`src/rtl/bf_exec_core_if.sv`:
```
// Bus between the Brainfuck core and its environment: the shared program/data
// sram port plus the valid/ready byte streams for '.' and ','.
interface bf_exec_core_if;
  logic [7:0] instr;
  logic [7:0] data;
  logic [7:0] instptr;
  logic [7:0] dataptr;
  logic       memwrite;
  logic [7:0] datain;
  logic [7:0] out_data;
  logic       out_valid;
  logic       out_ready;
  logic [7:0] in_data;
  logic       in_valid;
  logic       in_ready;
  logic       halted;
  logic       error;

  modport master (
    input  instr, data, out_ready, in_data, in_valid,
    output instptr, dataptr, memwrite, datain, out_data, out_valid, in_ready,
           halted, error
  );

  modport slave (
    output instr, data, out_ready, in_data, in_valid,
    input  instptr, dataptr, memwrite, datain, out_data, out_valid, in_ready,
           halted, error
  );
endinterface

```
`src/rtl/bf_exec_core.sv`:
```
// Brainfuck fetch/execute controller driving a shared sram with one-cycle read
// latency; bracket matching is done by stepping ip and counting nesting depth.
module bf_exec_core #(
  parameter logic [7:0] START_ADDR = 8'h00,
  parameter logic [7:0] DATA_BASE  = 8'h80,
  parameter int         DEPTH_W    = 8
) (
  input  logic          clk,
  input  logic          reset,
  bf_exec_core_if.master bus
);

  typedef enum logic [2:0] {
    S_FETCH, S_EXEC, S_WRITE, S_OUT, S_IN, S_SFETCH, S_SCAN, S_HALT
  } state_t;

  localparam logic [DEPTH_W-1:0] DEPTH_ONE = DEPTH_W'(1);
  localparam logic [DEPTH_W-1:0] DEPTH_MAX = {DEPTH_W{1'b1}};

  state_t             state, state_n;
  logic [7:0]         ip, ip_n;
  logic [7:0]         dp, dp_n;
  logic [DEPTH_W-1:0] depth, depth_n;
  logic               dir_back, dir_back_n;
  logic               memwrite_q, memwrite_n;
  logic [7:0]         datain_q, datain_n;
  logic [7:0]         out_data_q, out_data_n;
  logic               out_valid_q, out_valid_n;
  logic               in_ready_q, in_ready_n;
  logic               halted_q, halted_n;
  logic               error_q, error_n;

  logic               scan_open, scan_close;

  assign bus.instptr   = ip;
  assign bus.dataptr   = DATA_BASE + dp;
  assign bus.memwrite  = memwrite_q;
  assign bus.datain    = datain_q;
  assign bus.out_data  = out_data_q;
  assign bus.out_valid = out_valid_q;
  assign bus.in_ready  = in_ready_q;
  assign bus.halted    = halted_q;
  assign bus.error     = error_q;

  // Opening/closing bracket relative to the scan direction
  assign scan_open  = dir_back ? (bus.instr == 8'h5D) : (bus.instr == 8'h5B);
  assign scan_close = dir_back ? (bus.instr == 8'h5B) : (bus.instr == 8'h5D);

  always_ff @(posedge clk) begin
    if (reset) begin
      state       <= S_FETCH;
      ip          <= START_ADDR;
      dp          <= 8'h00;
      depth       <= '0;
      dir_back    <= 1'b0;
      memwrite_q  <= 1'b0;
      datain_q    <= 8'h00;
      out_data_q  <= 8'h00;
      out_valid_q <= 1'b0;
      in_ready_q  <= 1'b0;
      halted_q    <= 1'b0;
      error_q     <= 1'b0;
    end else begin
      state       <= state_n;
      ip          <= ip_n;
      dp          <= dp_n;
      depth       <= depth_n;
      dir_back    <= dir_back_n;
      memwrite_q  <= memwrite_n;
      datain_q    <= datain_n;
      out_data_q  <= out_data_n;
      out_valid_q <= out_valid_n;
      in_ready_q  <= in_ready_n;
      halted_q    <= halted_n;
      error_q     <= error_n;
    end
  end

  always_comb begin
    state_n     = state;
    ip_n        = ip;
    dp_n        = dp;
    depth_n     = depth;
    dir_back_n  = dir_back;
    memwrite_n  = 1'b0;
    datain_n    = datain_q;
    out_data_n  = out_data_q;
    out_valid_n = out_valid_q;
    in_ready_n  = in_ready_q;
    halted_n    = halted_q;
    error_n     = error_q;

    case (state)
      S_FETCH: state_n = S_EXEC;

      S_EXEC: begin
        case (bus.instr)
          8'h2B: begin
            datain_n   = bus.data + 8'd1;
            memwrite_n = 1'b1;
            state_n    = S_WRITE;
          end
          8'h2D: begin
            datain_n   = bus.data - 8'd1;
            memwrite_n = 1'b1;
            state_n    = S_WRITE;
          end
          8'h3E: begin
            dp_n    = dp + 8'd1;
            ip_n    = ip + 8'd1;
            state_n = S_FETCH;
          end
          8'h3C: begin
            dp_n    = dp - 8'd1;
            ip_n    = ip + 8'd1;
            state_n = S_FETCH;
          end
          8'h2E: begin
            out_data_n  = bus.data;
            out_valid_n = 1'b1;
            state_n     = S_OUT;
          end
          8'h2C: begin
            in_ready_n = 1'b1;
            state_n    = S_IN;
          end
          8'h5B: begin
            ip_n = ip + 8'd1;
            if (bus.data == 8'h00) begin
              depth_n    = DEPTH_ONE;
              dir_back_n = 1'b0;
              state_n    = S_SFETCH;
            end else begin
              state_n = S_FETCH;
            end
          end
          8'h5D: begin
            if (bus.data != 8'h00) begin
              depth_n    = DEPTH_ONE;
              dir_back_n = 1'b1;
              ip_n       = ip - 8'd1;
              state_n    = S_SFETCH;
            end else begin
              ip_n    = ip + 8'd1;
              state_n = S_FETCH;
            end
          end
          8'h00: begin
            halted_n = 1'b1;
            state_n  = S_HALT;
          end
          default: begin
            ip_n    = ip + 8'd1;
            state_n = S_FETCH;
          end
        endcase
      end

      S_WRITE: begin
        ip_n    = ip + 8'd1;
        state_n = S_FETCH;
      end

      S_OUT: begin
        if (out_valid_q && bus.out_ready) begin
          out_valid_n = 1'b0;
          ip_n        = ip + 8'd1;
          state_n     = S_FETCH;
        end
      end

      S_IN: begin
        if (bus.in_valid && in_ready_q) begin
          in_ready_n = 1'b0;
          datain_n   = bus.in_data;
          memwrite_n = 1'b1;
          state_n    = S_WRITE;
        end
      end

      S_SFETCH: state_n = S_SCAN;

      // A match lands just past the bracket; otherwise keep stepping, failing on
      // a program terminator, depth overflow or running off the start backwards.
      S_SCAN: begin
        if (bus.instr == 8'h00 || (scan_open && depth == DEPTH_MAX)) begin
          error_n  = 1'b1;
          halted_n = 1'b1;
          state_n  = S_HALT;
        end else if (scan_close && depth == DEPTH_ONE) begin
          depth_n = '0;
          ip_n    = ip + 8'd1;
          state_n = S_FETCH;
        end else begin
          if (scan_open) begin
            depth_n = depth + DEPTH_ONE;
          end else if (scan_close) begin
            depth_n = depth - DEPTH_ONE;
          end
          if (dir_back && ip == 8'h00) begin
            error_n  = 1'b1;
            halted_n = 1'b1;
            state_n  = S_HALT;
          end else begin
            ip_n    = dir_back ? ip - 8'd1 : ip + 8'd1;
            state_n = S_SFETCH;
          end
        end
      end

      S_HALT: state_n = S_HALT;

      default: state_n = S_HALT;
    endcase
  end

endmodule

```
`src/flat_wrapper.sv`:
```
// flat-port wrapper written by rule: the top's interface ports become plain ports
module bf_exec_core_flat 
#(
  parameter logic [7:0] START_ADDR = 8'h00,
  parameter logic [7:0] DATA_BASE  = 8'h80,
  parameter int         DEPTH_W    = 8
)
  (clk, reset, bus_instr, bus_data, bus_out_ready, bus_in_data, bus_in_valid, bus_instptr, bus_dataptr, bus_memwrite, bus_datain, bus_out_data, bus_out_valid, bus_in_ready, bus_halted, bus_error);
  bf_exec_core_if bus_i ();
  input  logic clk;
  input  logic reset;
  input wire logic [$bits(bus_i.instr)-1:0] bus_instr;
  input wire logic [$bits(bus_i.data)-1:0] bus_data;
  input wire logic [$bits(bus_i.out_ready)-1:0] bus_out_ready;
  input wire logic [$bits(bus_i.in_data)-1:0] bus_in_data;
  input wire logic [$bits(bus_i.in_valid)-1:0] bus_in_valid;
  output wire logic [$bits(bus_i.instptr)-1:0] bus_instptr;
  output wire logic [$bits(bus_i.dataptr)-1:0] bus_dataptr;
  output wire logic [$bits(bus_i.memwrite)-1:0] bus_memwrite;
  output wire logic [$bits(bus_i.datain)-1:0] bus_datain;
  output wire logic [$bits(bus_i.out_data)-1:0] bus_out_data;
  output wire logic [$bits(bus_i.out_valid)-1:0] bus_out_valid;
  output wire logic [$bits(bus_i.in_ready)-1:0] bus_in_ready;
  output wire logic [$bits(bus_i.halted)-1:0] bus_halted;
  output wire logic [$bits(bus_i.error)-1:0] bus_error;
  assign bus_i.instr = bus_instr;
  assign bus_i.data = bus_data;
  assign bus_i.out_ready = bus_out_ready;
  assign bus_i.in_data = bus_in_data;
  assign bus_i.in_valid = bus_in_valid;
  assign bus_instptr = bus_i.instptr;
  assign bus_dataptr = bus_i.dataptr;
  assign bus_memwrite = bus_i.memwrite;
  assign bus_datain = bus_i.datain;
  assign bus_out_data = bus_i.out_data;
  assign bus_out_valid = bus_i.out_valid;
  assign bus_in_ready = bus_i.in_ready;
  assign bus_halted = bus_i.halted;
  assign bus_error = bus_i.error;
  bf_exec_core #(.START_ADDR(START_ADDR), .DATA_BASE(DATA_BASE), .DEPTH_W(DEPTH_W)) u_core (.clk(clk), .reset(reset), .bus(bus_i));
endmodule
```
`config.mk`:
```
export PLATFORM = sky130hd
export DESIGN_NAME = bf_exec_core_flat
export DESIGN_NICKNAME = d
export VERILOG_FILES = /design/src/rtl/bf_exec_core_if.sv /design/src/rtl/bf_exec_core.sv /design/src/flat_wrapper.sv
export SDC_FILE = /design/constraint.sdc
export NUM_CORES = 1
export LEC_CHECK = 0
export ABC_AREA = 1
export ABC_CLOCK_PERIOD_IN_PS = 7910
export CAP_MARGIN = 10
export CORE_MARGIN = 1
export CORE_UTILIZATION = 58
export CTS_BUF_LIST = sky130_fd_sc_hd__clkbuf_8 sky130_fd_sc_hd__clkbuf_16
export CTS_CLUSTER_SIZE = 20
export DETAILED_ROUTE_END_ITERATION = 10
export PLACE_DENSITY = 0.88
export SLEW_MARGIN = 40
export SYNTH_ARGS = -nofsm -noshare
export SYNTH_HDL_FRONTEND = slang
export SYNTH_SLANG_ARGS = --single-unit
```
`constraint.sdc`:
```
create_clock -name clk -period 7.91 [get_ports clk]
set_input_delay 1.582 -clock clk [delete_from_list [all_inputs] [get_ports clk]]
set_output_delay 1.582 -clock clk [all_outputs]
set_load 0.1 [all_outputs]
```
---- Yosys cells after proc, flatten, opt, wreduce, memory -nomap -nowiden ----
Index checks and enable logic that the tools add are counted.
storage, ports and cells
  register bits ........................... 49
  latch bits .............................. 0
  bits in writable memories ............... 0
  ROM bits ................................ 0
  input bits .............................. 28
  word-level logic and storage cells ...... 135
  memories ................................ 0
cells by class
  $add $sub $neg .......................... 9
  $mul .................................... 0
  divide/modulo/power cells ............... 0
  $lt $le $gt $ge ......................... 0
  equality and inequality tests ........... 35
  shift operators ......................... 0
  muxes and demuxes ....................... 48
  bitwise gates (word level) .............. 0
  reductions and logical operators ........ 31
operators with widths
  cell                 number
  $mux 8               13
  $pmux 8 s2           6
  $eq 8x6->1 const B   6
  $add 8x1->8 const B  4
  $pmux 8 s4           1
  $sub 8x1->8 const B  4
  $logic_not 8->1      3
  $pmux 3 s8           1
  $mux 3               6
  $pmux 3 s6           1
  $eq 8x7->1 const B   2
  $mux 1               14
  $eq 3x3->1 const B   4
  $ne 2x2->1 const B   6
  $reduce_and 3->1     4
  $reduce_bool 2->1    6
  $pmux 1 s2           5
  $ne 3x3->1 const B   3
  $add 8x8->8 const A  1
  $eq 8x1->1 const B   1
  $eq 8x8->1 const B   1
  $ne 2x1->1 const B   4
  $reduce_and 4->1     2
  $reduce_bool 8->1    1
  15 further kinds     24

---- Logic depth before layout (Yosys ltp) ----
Gate-level depths: netlist (run 1).
  depth after elaboration ................. 7
  gate-level depth with buffers ........... 16
  mapped depth without buffers ............ 16

---- Worst setup path after synthesis (run 1) ----
OpenSTA, ideal clock, no wires.
  path kind ............................... in2reg
  start ................................... in bus_instr[7]
  end ..................................... reg u_core.dp[6]
  library setup time ...................... 116 ps
  arrival ................................. 3458 ps
  required time ........................... 7794 ps
  slack ................................... 4336 ps
  stages on the path ...................... 16
  path buffers ............................ 0
  cells stage by stage .................... inv_1 nand2_1 nor3_1 inv_1 nor2_1 ha_1 a21oi_1 o21ai_0 a21oi_1 inv_1 a21oi_1 nor2_1 nor2_1 nand2_1 o211ai_1 inv_1
between the ends
  cells in the longest elaborated chain, start to end .. 3
RTL lines
  what                                line                RTL
  from (decl)                         flat_wrapper.sv:12  input wire logic [$bits(bus_i.instr)-1:0] bus_instr;
  $eq 8x6->1                          bf_exec_core.sv:97  case (bus.instr)
  $reduce_bool 2->1 (no source line)  n/a
  $reduce_and 2->1 (no source line)   n/a
  to (signal assigned)                bf_exec_core.sv:66  dp <= dp_n;
  to (decl)                           bf_exec_core.sv:22  logic [7:0] dp, dp_n;
Parallel ways exist; a longest one is shown, timed or not.
A chain may end at the register's enable or synchronous reset.

---- Worst setup path after layout (run 1) ----
  start ................................... in bus_instr[2]
  end ..................................... reg u_core.dp[5]
Same word-level chain as after synthesis.

==> results.md, run 1 <==
- Status: finished clean
- RSZ-0062 raised after global routing: no
- NetSw: 0.000185 W
- Setup violators final: 0
- First-pass GRT wire length: 15000 um
- Flop-to-flop setup slack: 5.53 ns
- Hold-fix buffers, CTS: 0
- Initial antenna violation count: 0
- Post-synth net total: 606
- CP Capture Type: register
- WP data required: 8.13 ns
- Mean Syn Cell Area: 6.50 um^2
- Dominant synthesized flop cell: dfxtp_1
- Antenna Cells: 0
- Vias in the first global route: 3447
- CTS buffer count: 5
- I/O Pins: 65
- Syn Std Cell Area: 3670 um^2
- Routed WL: 8850 um
- Die width: 81.5 um
- Fin crit share: 52.2%
- IO buf count: 64
- CTS tree: built
- GP Congestion: 0.915
- Total number of yosys warnings: 0
- Max_slew headroom: 54.7%
- Finished Core Util: 69.8%
- Reg2reg start: u_core.state[0]$_SDFFE_PP0P_
- Largest net degree at the start of global routing: 30
- Crit path kind: in -> reg
- Min-delay worst type: reg -> reg
- Crit Reg-Reg Endpoint: u_core.dp[7]$_SDFFE_PP0P_
- Clock Skew: 0.00874 ns
- Seq pwr share: 44.4%
- CTS Root Cell: clkbuf_8
- Post-Synthesis Cells: 564
- Reg clk slew, reported paths: 0.09 ns
- Async set-reset flop share out of synthesis: 0%
- GR Util All Layers: 28.8%
- PD cells: 139 nW/um^2
- Distinct cell type count after synthesis: 42
- Fillcell total: 540
- Worst hold endpoint: u_core.bus.error$_SDFFE_PP0P_
- Placed inst area: 4090 um^2
- Combinational power share: 23.3%
- Arr. time, crit path: 4.35 ns
- Overflow after GRT: 0
- Chip Height: 81.5 um
- Startpoint types: input pin
- Switching Fraction: 31.8%
- Cts repair resizes: 0
- Hold Crit Depth: 2
- Layout Nets: 656
- Layout cell share with drive strength beyond 1: 12.8%
- Max-cap viol count: 0
- Routed wire per std cell: 12.8 um
- P&R area growth vs syn: 14.7%
- Clock Tree Buf Depth: 2
- Max Transition Viols Final: 0
- Setup TNS: 0 ns
- Internal: 0.000399 W
- Die ar.: 6640 um^2
- Vias: 3822
- DP Worst Slack: 3.46 ns
- Hold Violations, Final: 0
- Setup WS post-layout: 3.78 ns
- Worst skew pair latency: 0.31 ns
- Starting density of the core: 60.9%
- Post-DP HPWL: 6680 um
- Detailed Routing Iterations Pass 1: 4
- Peak supply drop: 0.117 mV
- Post-CTS setup buffers: 0
- Tightest Pin Transition: 0.676 ns
- Initial drt markers: 235
- Worst reg2reg path depth: 9
- Max Clk Rate: 242 MHz
- Post-route minimum period: 4.13 ns
- # DRC: 0
- Share of the yosys chip area belonging to registers: 26.7%
- Core ar.: 6030 um^2
- Remaining antenna violation count: 0
- CTS Sinks: 49
- Hold path start: u_core.bus.error$_SDFFE_PP0P_
- H-tree depth: 2
- Final Cell Area: 4210 um^2
- Leak Pwr: 1.99 nW
- Clk network pwr share: 32.3%
- Synth Register Bits: 49
- CP max FO: 8
- # rows: 28
- EDFF count, synth: 0
- Post-DR vias/cell: 5.54
-- layout by cell type (no fill, tap or decap), drive strengths merged, types with 4 or more instances in the layout --
master	count
a211oi	4
a21oi	53
a31oi	4
buf	38
clkbuf	6
clkdlybuf4s50	27
dfxtp	49
ha	13
inv	71
nand2	135
nand3	44
nand4	11
nor2	59
nor3	14
o211ai	6
o21ai	39
xor2	29
-- cells by family (layout without fill, tap and decap cells) --
| kind of cell | Yosys count | count (layout) | synth area share (%) |
|---|---|---|---|
| DFF | 49 | 49 | 26.7 |
| and+or+nand+nor | 266 | 266 | 32.6 |
| AOI/OAI and AO/OA | 111 | 111 | 17.2 |
| xor gates and xnor gates | 31 | 31 | 7.40 |
| buffers and inverters | 93 | 144 | 11.1 |
| adders and majority gates | 14 | 14 | 4.98 |
-- metal layers --
layer	vias to the layer above	GRT usage, %	share of wire (%)
li1	1933	-	-
met1	1779	36.8	47
met2	98	49.4	47
met3	12	3.78	4.6
met4	0	10.0	1.4
met5	-	0	0
-- area by class of cell --
cell class	instances	area [um^2]	share of cell area, %
repair buffers	65	463	11.0
flip-flops and latches	49	981	23.3
clock buffers	6	82.6	1.96
clock inverters	2	33.8	0.803
multi-input cells	422	2280	54.3
inverters	71	269	6.39
well taps	75	93.8	2.23
-- worst max path at each step --
stage / startpoint / to / slack (ns) / depth (start not counted)
2_1_floorplan: bus_instr[7] / u_core.dp[6]$_SDFFE_PP0P_ / 4.34 / 16
3_3_place_gp: bus_instr[2] / u_core.dp[6]$_SDFFE_PP0P_ / 3.66 / 16
3_5_place_dp: bus_instr[2] / u_core.dp[6]$_SDFFE_PP0P_ / 3.46 / 16
4_1_cts: bus_instr[2] / u_core.dp[6]$_SDFFE_PP0P_ / 3.82 / 16
5_1_grt: bus_instr[7] / u_core.dp[6]$_SDFFE_PP0P_ / 3.52 / 17
6_report: bus_instr[2] / u_core.dp[5]$_SDFFE_PP0P_ / 3.78 / 13
-- per-stage QoR --
step | std cells | hold WS [ns] | total power [W]
after detailed placement | 682 | 0.443 | 0.000399
after global placement | 682 | 0.445 | 0.000401
after CTS | 690 | 0.456 | 0.000589
after floorplan | 564 | 0.462 | 0.000364
after global routing | 690 | 0.472 | 0.000612
final | 690 | 0.454 | 0.000584
-- synth_stat cells, types with 2 or more instances --
cell	number	area [um^2]
nand2_1	130	488
inv_1	62	233
nor2_1	51	191
a21oi_1	50	250
dfxtp_1	49	981
nand3_1	42	210
o21ai_0	31	155
xor2_1	29	254
ha_1	13	163
nor3_1	12	60.1
nand4_1	10	62.6
buf_4	9	67.6
inv_2	7	26.3
clkbuf_1	6	22.5
o211ai_1	6	45.0
o21ai_1	6	30.0
buf_2	5	25.0
nand2_2	5	31.3
nor2_4	5	56.3
a211oi_1	4	30.0
a31oi_1	4	25.0
a21oi_2	3	26.3
nor2_2	3	18.8
buf_6	2	22.5
nand3_2	2	20.0
xnor2_1	2	17.5
-- worst max-delay path, cell delays in order --
cell	delay (ns)
clkdlybuf4s50_1	0.53
nand2_1	0.15
nor2_1	0.19
inv_1	0.08
nor2_1	0.47
ha_1	0.40
a21oi_1	0.18
nand2_1	0.13
a21oi_1	0.18
o21ai_0	0.12
xor2_1	0.15
o21ai_0	0.14
inv_1	0.05
-- flip-flops by register name (all words and copies together), names as in the netlist --
signal                count
u_core.dir_back           1
u_core.state              3
u_core.depth              8
u_core.bus.instptr        8
u_core.bus.halted         1
u_core.bus.out_data       8
u_core.bus.out_valid      1
u_core.bus.datain         8
u_core.bus.error          1
u_core.bus.memwrite       1
u_core.dp                 8
u_core.bus.in_ready       1
-- power groups by stage --
stage               Combinational (W)  Sequential [W]  Clock (W)
finish                       0.000136        0.000259   0.000189
global route                 0.000149        0.000260   0.000202
CTS                          0.000135        0.000259   0.000194
detailed placement           0.000135        0.000265          0
global placement             0.000136        0.000265          0
floorplan                   0.0000724        0.000292          0
Power figures use the tool's default switching activity.
==> inputs of run 2 (changes only) <==
ABC_CLOCK_PERIOD_IN_PS = 4300   (was 7910)
CORE_UTILIZATION = 54   (was 58)
PLACE_DENSITY = 0.83   (was 0.88)
clock period = 4.3 ns   (was 7.91 ns; I/O delays follow)
==> run 2 against run 1 <==
The flow now finishes with violations (DRC). Total power is 83% higher. Cell count is 0.43% higher. Sequential cell count stayed put. Register-to-register slack worse by 3.3 ns. First-iteration DRC count is 1.3% higher. Critical path depth is 3 higher. Die area is 7.2% higher. Global-route usage is 3.2 points lower. Combinational power is 83% higher. Non-clock buffer count is 1 higher. Critical path type unchanged. Largest power group unchanged. Highest routed layer unchanged.
==> results.md, run 2 (synthesis gave the netlist of run 1 again) <==
- Status: complete, but fails checks
- Failing checks: DRC
- Commonest non-fill, non-tap cells in the layout: nand2_1 (130), inv_1 (62), nor2_1 (51), a21oi_1 (50), dfxtp_1 (49)
- Overflow after GRT: 0 (unchanged)
- Final Cell Area: 4210 um^2 (about the same)
- Cell family with most CP delay: simple AND/OR/NAND/NOR gates
- Switching Fraction: 32.6% (+0.87 points)
- H-tree depth: 2 (unchanged)
- Hold Violations, Final: 0 (unchanged)
- Cts repair resizes: 0 (unchanged)
- Setup violators final: 0 (unchanged)
- # DRC: 2 (+2)
- Vias: 3719 (-2.7%)
- Core ar.: 6460 um^2 (+7.2%)
- Crit path kind: in -> reg
- Max Clk Rate: 297 MHz
- CTS tree: built
- Clk network pwr share: 32.0% (-0.3 points)
- Startpoint types: input pin
- Leak Pwr: 1.99 nW (-0.16%)
- Chip Height: 84.4 um (+3.6%)
- Hold-fix buffers, CTS: 0 (unchanged)
- Combinational power share: 23.3% (about the same)
- PD cells: 254 nW/um^2 (+83%)
- Max Transition Viols Final: 0 (unchanged)
- WP data required: 4.56 ns (-3.57 ns)
- Worst reg2reg path depth: 9 (unchanged)
- Arr. time, crit path: 3.62 ns (-0.73 ns)
- Min-delay worst type: reg -> reg
- Largest net degree at the start of global routing: 30 (unchanged)
- CP endpoint: u_core.dp[6]$_SDFFE_PP0P_
- Crit-path cells: clkdlybuf4s50_1 -> nand2_1 -> nor2_1 -> inv_1 -> nor2_1 -> inv_1 -> fa_1 -> o21ai_0 -> a21oi_1 -> inv_1 -> a21oi_1 -> nor2_1 -> nor2_1 -> nand2_1 -> o211ai_1 -> inv_1
- Clock Tree Buf Depth: 2 (unchanged)
- Worst skew pair latency: 0.31 ns (about the same)
- Worst Setup SP: bus_instr[3]
- Layout cell share with drive strength beyond 1: 13.0% (+0.14 points)
- Initial drt markers: 238 (+1.3%)
- Clock Skew: 0.00881 ns (+0.0000708 ns)
- Post-DR vias/cell: 5.37 (-3.1%)
- # rows: 29 (+3.6%)
- Starting density of the core: 56.8% (-4.1 points)
- CP Capture Type: register
- Tightest Pin Transition: 0.648 ns (-0.0277 ns)
- Antenna Cells: 0 (unchanged)
- NetSw: 0.000349 W (+88%)
- Number of buffers and inverters on the critical path: 5 (+2)
- CP max stage cell: clkdlybuf4s50_1
- CTS Sinks: 49 (unchanged)
- Critical Path Stages: 16 (+3)
- Post-CTS setup buffers: 0 (unchanged)
- Post-DP HPWL: 6710 um (+0.43%)
- Remaining antenna violation count: 0 (unchanged)
- CTS buffer count: 5 (unchanged)
- Post-route minimum period: 3.37 ns
- Placed inst area: 4100 um^2 (+0.12%)
- GP Congestion: 0.941 (+2.9%)
- GR Util All Layers: 25.6% (-3.2 points)
- P&R area growth vs syn: 14.8% (about the same)
- CP max FO: 8 (unchanged)
- Reg2reg start: u_core.state[0]$_SDFFE_PP0P_
- Routed wire per std cell: 12.7 um (-1.2%)
- Setup TNS: 0 ns (unchanged)
- Initial antenna violation count: 0 (unchanged)
- Crit Reg-Reg Endpoint: u_core.depth[1]$_SDFFE_PP0P_
- Routed WL: 8780 um (-0.79%)
- Layout Nets: 657 (+0.15%)
- Seq pwr share: 44.7% (+0.3 points)
- Peak supply drop: 0.157 mV (+34%)
- Detailed Routing Iterations Pass 1: 8 (+4)
- RSZ-0062 raised after global routing: no
- I/O Pins: 65 (unchanged)
- Die ar.: 7130 um^2 (+7.2%)
- Vias in the first global route: 3380 (-1.9%)
- Commonest non-fill, non-tap cell in the layout: nand2_1
- IO buf count: 64 (unchanged)
- Max_slew headroom: 56.7% (+2.0 points)
- Die width: 84.4 um (+3.6%)
- Flop-to-flop setup slack: 2.19 ns (-3.34 ns)
- Reg clk slew, reported paths: 0.09 ns (about the same)
- Fin crit share: 78.3%
- First-pass GRT wire length: 15000 um (-0.42%)
- Largest stage delay, worst path: 0.51 ns (-0.02 ns)
- Internal: 0.000720 W (+81%)
- Max-cap viol count: 0 (unchanged)
- CTS Root Cell: clkbuf_8
-- run 2: worst reg2reg max path, delay by kind of cell, from the launching register on --
family,cells,cell delay (ns)
AO/OA/AOI/OAI,3,0.50
buffers and inverters,1,0.14
flip-flops,1,0.49
AND/OR/NAND/NOR,5,0.87
-- run 2: layer usage --
metal  track usage, %  routed length, um
met5                0                  0
met4             8.78                177
met3             2.95                424
met2             40.8               3970
met1             36.0               4200
-- run 2: power by group through the flow --
stage                     Combinational [W]  Sequential (W)  Clock (W)
after CTS                          0.000248        0.000478   0.000348
final                              0.000249        0.000478   0.000342
after global placement             0.000250        0.000487          0
after floorplan                    0.000133        0.000537          0
after detailed placement           0.000247        0.000488          0
after global routing               0.000274        0.000480   0.000362
-- run 2: layout make-up --
| cell class | count | area [um^2] |
|---|---|---|
| Inverter | 71 | 269 |
| Fill cell | 640 | 2250 |
| Clock buffer | 5 | 68.8 |
| Sequential cell | 49 | 981 |
| Timing Repair Buffer | 66 | 470 |
| Tap cell | 77 | 96.3 |
| Clock inverter | 3 | 46.3 |
| Multi-Input combinational cell | 422 | 2280 |
-- run 2: how the worst min path moves through the flow --
stage | cells after the start | slack [ns] | startpoint | endpoint
3_5_place_dp | 2 | 0.45 | u_core.bus.out_data[3]$_SDFFE_PP0P_ | u_core.bus.out_data[3]$_SDFFE_PP0P_
2_1_floorplan | 2 | 0.46 | u_core.dir_back$_SDFFE_PP0P_ | u_core.dir_back$_SDFFE_PP0P_
6_report | 2 | 0.47 | u_core.bus.out_data[3]$_SDFFE_PP0P_ | u_core.bus.out_data[3]$_SDFFE_PP0P_
3_3_place_gp | 2 | 0.45 | u_core.bus.out_data[3]$_SDFFE_PP0P_ | u_core.bus.out_data[3]$_SDFFE_PP0P_
4_1_cts | 2 | 0.47 | u_core.bus.out_data[3]$_SDFFE_PP0P_ | u_core.bus.out_data[3]$_SDFFE_PP0P_
5_1_grt | 2 | 0.48 | u_core.bus.out_data[1]$_SDFFE_PP0P_ | u_core.bus.out_data[1]$_SDFFE_PP0P_
-- run 2: stage by stage --
step                power (W)  setup slack [ns]  instances  hold WS (ns)  utilization, %
detailed placement   0.000734             0.623        685         0.454            63.4
finish                0.00107             0.933        693         0.467            65.2
floorplan            0.000670              1.45        564         0.462               -
CTS                   0.00107             0.949        693         0.468            65.2
global placement     0.000737             0.680        685         0.451            66.3
global route          0.00112             0.556        693         0.484            65.2
